==> src/rtl/hdmi_i2c_init_seq.sv <==
// Power-up configuration sequencer for the ADV7511 HDMI transmitter behind a PCA9548 I2C switch.
// Walks a fixed register table through a byte-level I2C master, retrying NACKed transactions.
module hdmi_i2c_init_seq #(
   parameter int unsigned DELAY_CYC  = 2000000,
   parameter logic [6:0]  MUX_ADDR   = 7'h74,
   parameter logic [7:0]  MUX_CHAN   = 8'h20,
   parameter logic [6:0]  DEV_ADDR   = 7'h39,
   parameter int unsigned MAX_RETRY  = 3,
   parameter int unsigned RETRY_GAP  = 1000,
   parameter bit          AUTO_START = 1'b1
) (
   input  logic       sys0_clk,
   input  logic       sys0_rst,
   input  logic       start,
   output logic       cmd_valid,
   input  logic       cmd_ready,
   output logic [7:0] cmd_data,
   output logic       cmd_start,
   output logic       cmd_stop,
   input  logic       rsp_valid,
   input  logic       rsp_nack,
   output logic       busy,
   output logic       done,
   output logic       error,
   output logic [3:0] err_idx
);

   localparam int unsigned NUM_ENTRIES = 12;
   localparam int unsigned TXN_W       = 4;
   localparam int unsigned CNT_MAX     = (DELAY_CYC > RETRY_GAP) ? DELAY_CYC : RETRY_GAP;
   localparam int unsigned CNT_W       = $clog2(CNT_MAX + 1);
   localparam int unsigned RTY_W       = (MAX_RETRY > 0) ? $clog2(MAX_RETRY + 1) : 1;

   localparam logic [CNT_W-1:0] DLY_LAST = CNT_W'((DELAY_CYC > 0) ? DELAY_CYC - 1 : 0);
   localparam logic [CNT_W-1:0] GAP_LAST = CNT_W'((RETRY_GAP > 0) ? RETRY_GAP - 1 : 0);

   typedef enum logic [2:0] {
      S_IDLE, S_WAIT_PWR, S_SEND, S_WAIT_RSP, S_GAP, S_DONE, S_ERROR
   } state_t;

   state_t             state_r, state_n;
   logic [TXN_W-1:0]   txn_r, txn_n;
   logic [1:0]         byte_r, byte_n;
   logic [RTY_W-1:0]   retry_r, retry_n;
   logic [CNT_W-1:0]   cnt_r, cnt_n, cnt_inc;
   logic [3:0]         err_idx_n;
   logic               auto_r;
   logic [1:0]         last_byte;

   logic               cmd_valid_n, cmd_start_n, cmd_stop_n;
   logic [7:0]         cmd_data_n;
   logic               busy_n, done_n, error_n;

   // ADV7511 register/value pairs, entries 1..12
   function automatic logic [15:0] tab_entry(input logic [TXN_W-1:0] idx);
      case (idx)
         4'd1:    tab_entry = 16'h41_10;
         4'd2:    tab_entry = 16'h98_03;
         4'd3:    tab_entry = 16'h9A_E0;
         4'd4:    tab_entry = 16'h9C_30;
         4'd5:    tab_entry = 16'h9D_61;
         4'd6:    tab_entry = 16'hA2_A4;
         4'd7:    tab_entry = 16'hA3_A4;
         4'd8:    tab_entry = 16'hE0_D0;
         4'd9:    tab_entry = 16'hF9_00;
         4'd10:   tab_entry = 16'h15_01;
         4'd11:   tab_entry = 16'h16_38;
         4'd12:   tab_entry = 16'hAF_06;
         default: tab_entry = 16'h00_00;
      endcase
   endfunction

   function automatic logic [7:0] byte_data(input logic [TXN_W-1:0] t, input logic [1:0] b);
      logic [15:0] ent;
      ent = tab_entry(t);
      if (b == 2'd0)
         byte_data = (t == '0) ? {MUX_ADDR, 1'b0} : {DEV_ADDR, 1'b0};
      else if (t == '0)
         byte_data = MUX_CHAN;
      else
         byte_data = (b == 2'd1) ? ent[15:8] : ent[7:0];
   endfunction

   function automatic logic [1:0] last_of(input logic [TXN_W-1:0] t);
      last_of = (t == '0) ? 2'd1 : 2'd2;
   endfunction

   // Next-state and next-output logic
   always_comb begin
      state_n   = state_r;
      txn_n     = txn_r;
      byte_n    = byte_r;
      retry_n   = retry_r;
      cnt_n     = cnt_r;
      err_idx_n = err_idx;
      cnt_inc   = (&cnt_r) ? cnt_r : cnt_r + CNT_W'(1);
      last_byte = last_of(txn_r);

      case (state_r)
         S_IDLE, S_DONE, S_ERROR: begin
            if (start || (state_r == S_IDLE && auto_r)) begin
               state_n   = S_WAIT_PWR;
               cnt_n     = '0;
               err_idx_n = '0;
            end
         end
         S_WAIT_PWR: begin
            if (cnt_r >= DLY_LAST) begin
               state_n = S_SEND;
               txn_n   = '0;
               byte_n  = '0;
               retry_n = '0;
            end else begin
               cnt_n = cnt_inc;
            end
         end
         S_SEND: begin
            if (cmd_valid && cmd_ready) state_n = S_WAIT_RSP;
         end
         S_WAIT_RSP: begin
            if (rsp_valid) begin
               if (!rsp_nack) begin
                  if (byte_r != last_byte) begin
                     byte_n  = byte_r + 2'd1;
                     state_n = S_SEND;
                  end else if (txn_r == TXN_W'(NUM_ENTRIES)) begin
                     state_n = S_DONE;
                  end else begin
                     txn_n   = txn_r + TXN_W'(1);
                     byte_n  = '0;
                     retry_n = '0;
                     state_n = S_SEND;
                  end
               end else if (retry_r < RTY_W'(MAX_RETRY)) begin
                  retry_n = retry_r + RTY_W'(1);
                  byte_n  = '0;
                  cnt_n   = '0;
                  state_n = S_GAP;
               end else begin
                  err_idx_n = txn_r;
                  state_n   = S_ERROR;
               end
            end
         end
         S_GAP: begin
            if (cnt_r >= GAP_LAST) state_n = S_SEND;
            else                   cnt_n   = cnt_inc;
         end
         default: state_n = S_IDLE;
      endcase

      cmd_valid_n = (state_n == S_SEND);
      cmd_data_n  = cmd_valid_n ? byte_data(txn_n, byte_n) : 8'h00;
      cmd_start_n = cmd_valid_n && (byte_n == 2'd0);
      cmd_stop_n  = cmd_valid_n && (byte_n == last_of(txn_n));
      busy_n      = (state_n == S_WAIT_PWR) || (state_n == S_SEND) ||
                    (state_n == S_WAIT_RSP) || (state_n == S_GAP);
      done_n      = (state_n == S_DONE);
      error_n     = (state_n == S_ERROR);
   end

   // State and registered outputs
   always_ff @(posedge sys0_clk or posedge sys0_rst) begin
      if (sys0_rst) begin
         state_r   <= S_IDLE;
         txn_r     <= '0;
         byte_r    <= '0;
         retry_r   <= '0;
         cnt_r     <= '0;
         auto_r    <= AUTO_START;
         cmd_valid <= 1'b0;
         cmd_data  <= 8'h00;
         cmd_start <= 1'b0;
         cmd_stop  <= 1'b0;
         busy      <= 1'b0;
         done      <= 1'b0;
         error     <= 1'b0;
         err_idx   <= '0;
      end else begin
         state_r   <= state_n;
         txn_r     <= txn_n;
         byte_r    <= byte_n;
         retry_r   <= retry_n;
         cnt_r     <= cnt_n;
         auto_r    <= 1'b0;
         cmd_valid <= cmd_valid_n;
         cmd_data  <= cmd_data_n;
         cmd_start <= cmd_start_n;
         cmd_stop  <= cmd_stop_n;
         busy      <= busy_n;
         done      <= done_n;
         error     <= error_n;
         err_idx   <= err_idx_n;
      end
   end

endmodule

==> config.mk <==
export PLATFORM = sky130hd
export DESIGN_NAME = hdmi_i2c_init_seq
export DESIGN_NICKNAME = d
export VERILOG_FILES = /design/src/rtl/hdmi_i2c_init_seq.sv
export SDC_FILE = /design/constraint.sdc
export NUM_CORES = 1
export LEC_CHECK = 0
export ABC_AREA = 1
export CAP_MARGIN = 30
export CORE_MARGIN = 3
export CORE_UTILIZATION = 55
export CTS_CLUSTER_DIAMETER = 40
export DETAILED_ROUTE_END_ITERATION = 8
export PLACE_DENSITY_LB_ADDON = 0.3
export SLEW_MARGIN = 25
export SYNTH_ARGS = -nofsm -noshare
export SYNTH_HDL_FRONTEND = slang
export SYNTH_SLANG_ARGS = --single-unit
==> constraint.sdc <==
create_clock -name sys0_clk -period 3.3 [get_ports sys0_clk]
set_input_delay 0.33 -clock sys0_clk [delete_from_list [all_inputs] [get_ports sys0_clk]]
set_output_delay 0.33 -clock sys0_clk [all_outputs]
set_load 0.03 [all_outputs]
# ---- Yosys cells after proc, flatten, opt, wreduce, memory -nomap -nowiden
# Memories as Yosys holds them, arrays and structs flattened.
# Index checks and enable logic that the tools add are counted.
# Widths: inputs -> output; s select.
dict set report op_classes {
  n_addsub 4
  reduce_logical 20
  magnitude_cmp 3
  muxes 50
  n_eq_ne 27
}
# operator n
set ops {}
lappend ops {{$mux 21} 7}
lappend ops {{$pmux 21 s4} 1}
lappend ops {{$mux 8} 5}
lappend ops {{$mux 4} 9}
lappend ops {{$mux 2} 15}
lappend ops {{$mux 3} 8}
lappend ops {{$add 21x1->21 const B} 1}
lappend ops {{$ge 21x10->1 const B} 1}
lappend ops {{$ge 21x21->1 const B} 1}
lappend ops {{$reduce_and 21->1} 1}
lappend ops {{$eq 3x3->1 const B} 6}
lappend ops {{$ne 2x2->1 const B} 8}
lappend ops {{$pmux 4 s2} 2}
lappend ops {{$pmux 3 s5} 1}
lappend ops {{$eq 3x2->1 const B} 4}
lappend ops {{$ne 3x3->1 const B} 3}
lappend ops {{$logic_not 4->1} 2}
lappend ops {{$pmux 2 s2} 2}
lappend ops {{$reduce_and 7->1} 1}
lappend ops {{$eq 3x1->1 const B} 2}
lappend ops {{$reduce_and 6->1} 1}
lappend ops {{$reduce_and 5->1} 1}
lappend ops {{$add 2x1->2 const B} 2}
lappend ops {{$add 4x1->4 const B} 1}
lappend ops {{12 further kinds} 19}
dict set report word_totals {
  memories 1
  mem_bits_ro 256
  reg_bits 51
  out_inout_bits 18
}
# name words word_bits rd rd_ports_with_merged_regs wr line
set mem_list {}
lappend mem_list {{(name not given)} 16 16 1 0 0 56} ;# case (idx)

# ---- Longest topological paths before layout
# Gate-level depths: netlist of run 1.
dict set report depth {
  depth_word 12
  ltp_mapped 20
}

# ---- Worst setup path after synthesis of run 1
# OpenSTA, ideal clock, no wires.
dict set report synth_timing {
  kind {register to register}
  start {register txn_r[0]}
  end {register cmd_data[3]}
  period_less_slack_ns 2.479
  setup_time_ns 0.077
  required_time_ns 3.223
  slack_ns 0.821
  arrival_ns 2.402
  path_stages_with_launch 18
  path_cell_list {dfrtp_1 > inv_1 > ha_1 > inv_1 > nor3_1 > nand2_1 > nand4_1 > or2_0 > nand2_1 > nand2_1 > nor2_2 > ha_1 > nand3_2 > nor2_4 > inv_2 > a21oi_2 > nand2_1 > a21oi_1}
}
dict set report synth_via {
  elab_chain_len 12
  elab_cells_between_ends 31
  cone_classes {1 x add/sub; 4 x eq/ne; 22 x mux; 3 x reduce/logical; 1 x memory}
}
# item line
set synth_lines {}
lappend synth_lines {{from (decl)} 42} ;# logic [TXN_W-1:0] txn_r, txn_n;
lappend synth_lines {{from (signal assigned)} 181} ;# txn_r <= txn_n;
lappend synth_lines {{branches (longest 11 deep; another with $mem_v2 16x16)} n/a}
lappend synth_lines {{$mux 8 *} 153} ;# cmd_data_n = cmd_valid_n ? byte_data(txn_n, byte_n) : 8'h00;
lappend synth_lines {{via cmd_data_n[3]} 51} ;# logic [7:0] cmd_data_n;
lappend synth_lines {{to (signal assigned)} 187} ;# cmd_data <= cmd_data_n;
lappend synth_lines {{to (decl)} 17} ;# output logic [7:0] cmd_data,
# Mark *: on every way through the listed nets, which the timed path passes.
# A chain may end at the register's enable or synchronous reset.

# ---- Final worst setup path of run 1
dict set report layout_timing {
  start {register txn_r[1]}
  end {register cmd_data[3]}
}
# Same word-level chain as after synthesis.

==> results of run 1 <==
## area by class of cell
type	count	area [sq um]
Sequential cell	51	1277
Multi-Input combinational cell	397	2217
Fill cell	586	2335
Inverter	70	265.3
Tap cell	93	116.4
Clock inverter	2	38.79
Clock buffer	6	72.57
Timing Repair Buffer	25	245.2
## what timing repair did
item	4_1_cts	5_1_grt
endpoints found under the setup margin	0	1
endpoints found under the hold margin	0	0
resized for setup	0	1
hold buffers	0	0
## through the flow
stage	cell area [sq um]	setup WS [ns]	hold slack (ns)
2_1_floorplan	3864	0.8206	0.4570
3_3_place_gp	4115	0.3835	0.4719
3_5_place_dp	4118	0.2413	0.4776
4_1_cts	4229	0.3416	0.4759
5_1_grt	4233	0.04298	0.5100
6_report	4233	0.3138	0.4449
## flip-flops by register name, summed over array words and instances (netlist names), 2 cells and up
register / count
txn_r: 4
cmd_data: 8
err_idx: 4
cnt_r: 21
byte_r: 2
state_r: 3
retry_r: 2
## worst min-delay path by stage
stage                           start                      to  depth (start not counted)
2_1_floorplan  retry_r[1]$_DFFE_PP0P_  retry_r[1]$_DFFE_PP0P_                          2
3_3_place_gp   err_idx[1]$_DFFE_PP0P_  err_idx[1]$_DFFE_PP0P_                          2
3_5_place_dp   err_idx[1]$_DFFE_PP0P_  err_idx[1]$_DFFE_PP0P_                          2
4_1_cts                      sys0_rst         error$_DFF_PP0_                          2
5_1_grt                      sys0_rst   cnt_r[10]$_DFFE_PP0P_                          2
6_report                     sys0_rst   cnt_r[10]$_DFFE_PP0P_                          2
## synth_stat cells (all sizes together), types with 3 or more instances
master | n | area share, %
nor4 | 5 | 0.97
nand2 | 138 | 14
o31ai | 15 | 4.3
dfrtp | 50 | 32
inv | 68 | 6.6
nor3 | 10 | 1.7
buf | 13 | 2.8
nand3 | 55 | 7.8
or2 | 3 | 0.49
a31oi | 4 | 0.81
o21ai | 28 | 4.2
xor2 | 15 | 3.4
a21oi | 17 | 2.3
nor2 | 72 | 8.5
nand4 | 12 | 2.1
ha | 14 | 4.5
## kinds of logic (layout without fill, tap and decap cells)
kind of cell               Yosys count  count (layout)  synth area share [%]
and+or+nand+nor                    296             296                 36.01
other                                1               1               0.09706
xor gates and xnor gates            16              16                 3.627
buffers and inverters               84             103                 9.650
AOI/OAI and AO/OA                   70              70                 13.02
adders and majority gates           14              14                 4.534
DFF                                 51              51                 33.06
## routing by layer
layer  vias up  GRT usage [%]  wire (um)
met3        28          3.255        463
li1       1765              -          -
met4         0          8.812        242
met2       117          39.91       4526
met5         -              0          0
met1      1666          27.64       3822
## power breakdown
group / leakage [nW] / internal, mW / switching (mW)
Sequential: 0.685 / 0.709 / 0.0997
Combinational: 1.22 / 0.330 / 0.774
Clock: 0.0558 / 0.229 / 0.212
Total: 1.96 / 1.27 / 1.09
==> flow_summary_export.csv, run 1 <==
group,metric,value,unit
power,p_leak,1.964,nW
setup_path,critPathMaxStageDelay,0.44,ns
yosys,syn_avg_cell_area,7.263,sq um
timing,fmax,0.3349,GHz
hold_path,hold_path_class,"in2async",
setup_path,cp-startpoint,"txn_r[1]$_DFF_PP0_",
timing,period_share,90.49,%
drt,drc,0,
floorplanning,die_height,89.82,um
timing,setup_viol,0,
yosys,synth_edf_count,0,
floorplanning,rows,29,
drt,routedWlPerCell,14.06,um
finish,fin_util,64.45,%
placed_design,io_buffers,23,
finish,area_delta_synth_final,9.553,%
clocking,cts_inserted_buffers,5,
setup_path,cp_slowest_cell,"dfrtp_1",
timing,tightest_slew,0.6098,ns
setup_path,cp-start-kind,"flop",
yosys,syn-instance-count,532,
drt,routed_wl,9055,um
setup_path,endpoint_kind,"flop",
timing,timing.slew.headroom,59.31,%
finish,drive_above_1_share,16.15,%
placed_design,dp_hpwl,6822,um
clocking,cts.clk_slew.worst_paths,0.10,ns
grt,grt_pass1_wl,15390,um
setup_path,r2r-end,"cmd_data[3]$_DFF_PP0_",
setup_path,crit-reg2reg-launch,"txn_r[1]$_DFF_PP0_",
clocking,clk_latency,0.31,ns
timing,fin_crit,2.986,ns
yosys,synthesis.area,0.003864,sq mm
finish,final_common_cell,"nand2_1",
yosys,seq_area_frac_synth,33.06,%
clocking,cts_setup_buffers,0,
finish,final_nets,570,
timing,rsz0062_at_grt,"no",
power,power_density,556.2,mW/mm^2
setup_path,crit_type,"reg2reg",
drt,vias_per_cell,5.553,
floorplanning,core_area,0.006568,sq mm
finish,layout_common_cells,"nand2_1 (128), nor2_1 (55), nand3_1 (50), dfrtp_1 (50), inv_1 (45)",
setup_path,path_max_fanout,9,
drt,drtIter0Drc,190,
power,ir_worst_vdd,285.7,uV
setup_path,path_buf_inv,3,
setup_path,cp_common_cell,"nand2_1",
finish,final_cells,644,
power,design_power_total,2.354,mW
setup_path,cp-endpoint,"cmd_data[3]$_DFF_PP0_",
floorplanning,ios,24,
grt,gr-total-overflow,0,
yosys,yosys.cell_types.count,43,
grt,antenna_found_initial,0,
clocking,cts_max_level,2,
setup_path,cp_top_family,"simple AND/OR/NAND/NOR gates",
clocking,cts_tree,"done",
yosys,async_flop_share,100.0,%
drt,ant_nets,0,
grt,grt_pass1_vias,3351,
floorplanning,initial_core_util,58.83,%
timing,fin_skew,0.01110,ns
clocking,root_buffer,"clkbuf_8",
setup_path,worstPathArrival,3.22,ns
timing,hold_viol_final,0,
outcome,run_status,"finished, final reports clean",
setup_path,r2r_cells,17,
flow_run,cap_violations,0,
setup_path,worst-path-stages,17,
timing,finalSetupTns,0,ns
timing,drv_slew,0,
setup_path,path_cells,"inv_1 > ha_1 > inv_1 > nor3_1 > nand2_1 > nand4_1 > or2_0 > nand2_1 > nand2_1 > nor2_2 > ha_1 > nand3_2 > nor2_4 > inv_2 > a21oi_2 > nand2_1 > a21oi_1",
setup_path,cp.required,3.53,ns
grt,grt_max_degree,52,
yosys,ys_ff_latch,51,
placed_design,place_congestion,0.9581,
yosys,synthFlopType,"dfrtp_1",
floorplanning,dieArea,0.008067,sq mm
yosys,syn-num-nets,552,
setup_path,reg2reg_slack,0.31,ns
clocking,cts_max_path_buffers,2,
yosys,ys_warn_count,0,
grt,grt_usage,22.53,%
clocking,clock-sinks,51,
floorplanning,die_w,89.82,um
drt,vias,3576,
placed_design,place_inst,636,
drt,firstDrtPassIters,6,
finish,n_antenna_cell,0,
(Power assumes the default switching activity.)
==> inputs of run 2 (changes only) <==
CORE_UTILIZATION = 30   (was 55)
CTS_BUF_LIST = sky130_fd_sc_hd__clkbuf_2   (was unset)
==> run 2 against run 1 <==
Compared with the run above: clock power shrank 35%; clock skew grew 0.013 ns; via count shrank 0.81%; worst setup slack gained 0.0058 ns; utilization shrank 30 points; largest cell class unchanged.
==> flow_summary_export.csv, run 2 (synthesis results as in run 1) <==
group,metric,value,unit
clocking,cts_max_level,2,
placed_design,placed_area,0.004239,sq mm
placed_design,pre_cts_ws,0.3321,ns
drt,drtIter0Drc,246,
timing,drv_slew,0,
setup_path,critPathMaxStageDelay,0.51,ns
timing,period_share,90.31,%
drt,wl_met1,4460,um
setup_path,r2r_cells,20,
floorplanning,core_area,0.01231,sq mm
finish,area_delta_synth_final,10.91,%
timing,timing.slew.headroom,52.04,%
drt,routedWlPerCell,13.17,um
clocking,cts.clk_slew.worst_paths,0.30,ns
timing,fmax,0.3355,GHz
finish,seq_area,0.001277,sq mm
power,p_seq_share,36.6,%
setup_path,r2r-end,"cmd_data[3]$_DFF_PP0_",
drt,ant_nets,0,
drt,top_layer,"met4",
floorplanning,dieArea,0.01428,sq mm
finish,layout_common_cells,"nand2_1 (128), nor2_1 (55), nand3_1 (50), dfrtp_1 (50), inv_1 (45)",
setup_path,cp.required,3.69,ns
clocking,cts_repair_resize_count,0,
power,power_switching,1.103,mW
finish,top_regs,"cnt_r (21), cmd_data (8)",
flow_run,cap_violations,0,
drt,vias,3547,
drt,firstDrtPassIters,4,
timing,tightest_slew,0.7184,ns
power,p_comb_share,50.6,%
hold_path,hold_path_class,"in2async",
finish,regMostFlops,"cnt_r",
timing,finalHoldWorstSlack,0.2360,ns
setup_path,crit-reg2reg-launch,"txn_r[1]$_DFF_PP0_",
floorplanning,die_height,119.5,um
grt,grt_pass1_vias,3445,
power,p_leak,1.955,nW
outcome,run_status,"finished, final reports clean",
drt,vias_per_cell,4.906,
setup_path,cp_slowest_cell,"dfrtp_1",
floorplanning,rows,40,
setup_path,reg2reg_slack,0.32,ns
placed_design,io_buffers,23,
drt,dr_wl_met3,422,um
placed_design,place_inst,715,
timing,fin_skew,0.02446,ns
placed_design,dp_hpwl,7366,um
finish,fin_util,34.81,%
timing,setup_viol,0,
floorplanning,die_w,119.5,um
setup_path,worstPathArrival,3.37,ns
finish,largest_reg_flops,21,
clocking,cts_inserted_buffers,5,
drt,dr_wl_met2,4529,um
timing,finalWorstSetupSlack,0.3196,ns
clocking,clock-sinks,51,
setup_path,endpoint_kind,"flop",
timing,fin_crit,2.980,ns
finish,n_antenna_cell,0,
clocking,cts_tree,"done",
power,design_power_total,2.217,mW
clocking,cts_setup_buffers,0,
clocking,clk_latency,0.48,ns
finish,fillers,1359,
timing,rsz0062_at_grt,"no",
setup_path,path_max_fanout,6,
drt,routed_wl,9520,um
clocking,cts_max_path_buffers,2,
setup_path,cp_common_cell,"nand2_1",
clocking,root_buffer,"clkbuf_2",
power,p_clk_share,12.8,%
finish,final_common_cell,"nand2_1",
placed_design,place_congestion,0.9599,
timing,hold_viol_final,0,
finish,final_nets,574,
drt,drc,0,
floorplanning,ios,24,
grt,gr-total-overflow,0,
grt,grt_usage,13.74,%
grt,grt_max_degree,34,
setup_path,cp-start-kind,"flop",
finish,drive_above_1_share,16.76,%
power,switching_share,49.75,%
power,p_int,1.114,mW
floorplanning,initial_core_util,31.38,%
grt,antenna_found_initial,0,
clocking,ctsHoldBuffers,0,
finish,final_cells,723,
grt,grt_pass1_wl,16320,um
finish,multi_input_area,0.002213,sq mm
finish,final_area,0.004285,sq mm
timing,finalSetupTns,0,ns
setup_path,crit_type,"reg2reg",
setup_path,path_cells,"inv_1 > ha_1 > inv_1 > nor3_1 > nand2_1 > nand4_1 > nor2_1 > nand2_1 > a21oi_1 > a21oi_1 > inv_1 > ha_1 > inv_1 > nand3_1 > nand2_1 > nand2_1 > nand2_1 > nand2_1 > nand2_1 > a21oi_1",
power,ir_worst_vdd,214.6,uV
power,power_density,517.3,mW/mm^2
[run 2: changes by cell type in the layout (fill, tap and decap cells not counted), sizes merged]
cell / delta
bufinv: -1
buf: +4
clkinvlp: +1
[run 2: worst max-delay path, delay by kind of cell, from the launching register on]
kind,cells,cell delay [ns]
AO/OA/AOI/OAI,3,0.40
adder cells (fa/ha/maj),2,0.47
buffers and inverters,4,0.48
flip-flops,1,0.51
AND/OR/NAND/NOR,11,1.03
[run 2: cell type report]
class	count	share of cell area, %
multi-input cells	397	51.65
flip-flops and latches	51	29.81
repair buffers	29	6.423
inverters	70	6.131
well taps	168	4.905
clock buffers	6	0.7007
clock inverters	2	0.3796
[run 2: how the worst max path moves through the flow]
stage	from	to	slack [ns]	cells past startpoint
6_report	txn_r[1]$_DFF_PP0_	cmd_data[3]$_DFF_PP0_	0.32	20
2_1_floorplan	txn_r[0]$_DFF_PP0_	cmd_data[3]$_DFF_PP0_	0.82	17
3_5_place_dp	rsp_valid	cmd_data[3]$_DFF_PP0_	0.33	17
5_1_grt	txn_r[1]$_DFF_PP0_	cmd_data[3]$_DFF_PP0_	0.04	20
3_3_place_gp	rsp_valid	cmd_data[3]$_DFF_PP0_	0.41	17
4_1_cts	txn_r[1]$_DFF_PP0_	cmd_data[3]$_DFF_PP0_	0.37	20
[run 2: power by group through the flow]
stage / logic (mW) / registers (mW) / clock network [mW]
2_1_floorplan: 0.896 / 0.801 / 0
3_3_place_gp: 1.11 / 0.816 / 0
6_report: 1.12 / 0.811 / 0.285
5_1_grt: 1.27 / 0.821 / 0.318
3_5_place_dp: 1.12 / 0.820 / 0
4_1_cts: 1.12 / 0.809 / 0.295
[run 2: per-layer routing]
metal  vias up  global-route usage, %
met5         -                      0
met4         0                  3.006
met3        11                  2.327
met2        95                  23.09
met1      1654                  18.52
li1       1787                      -
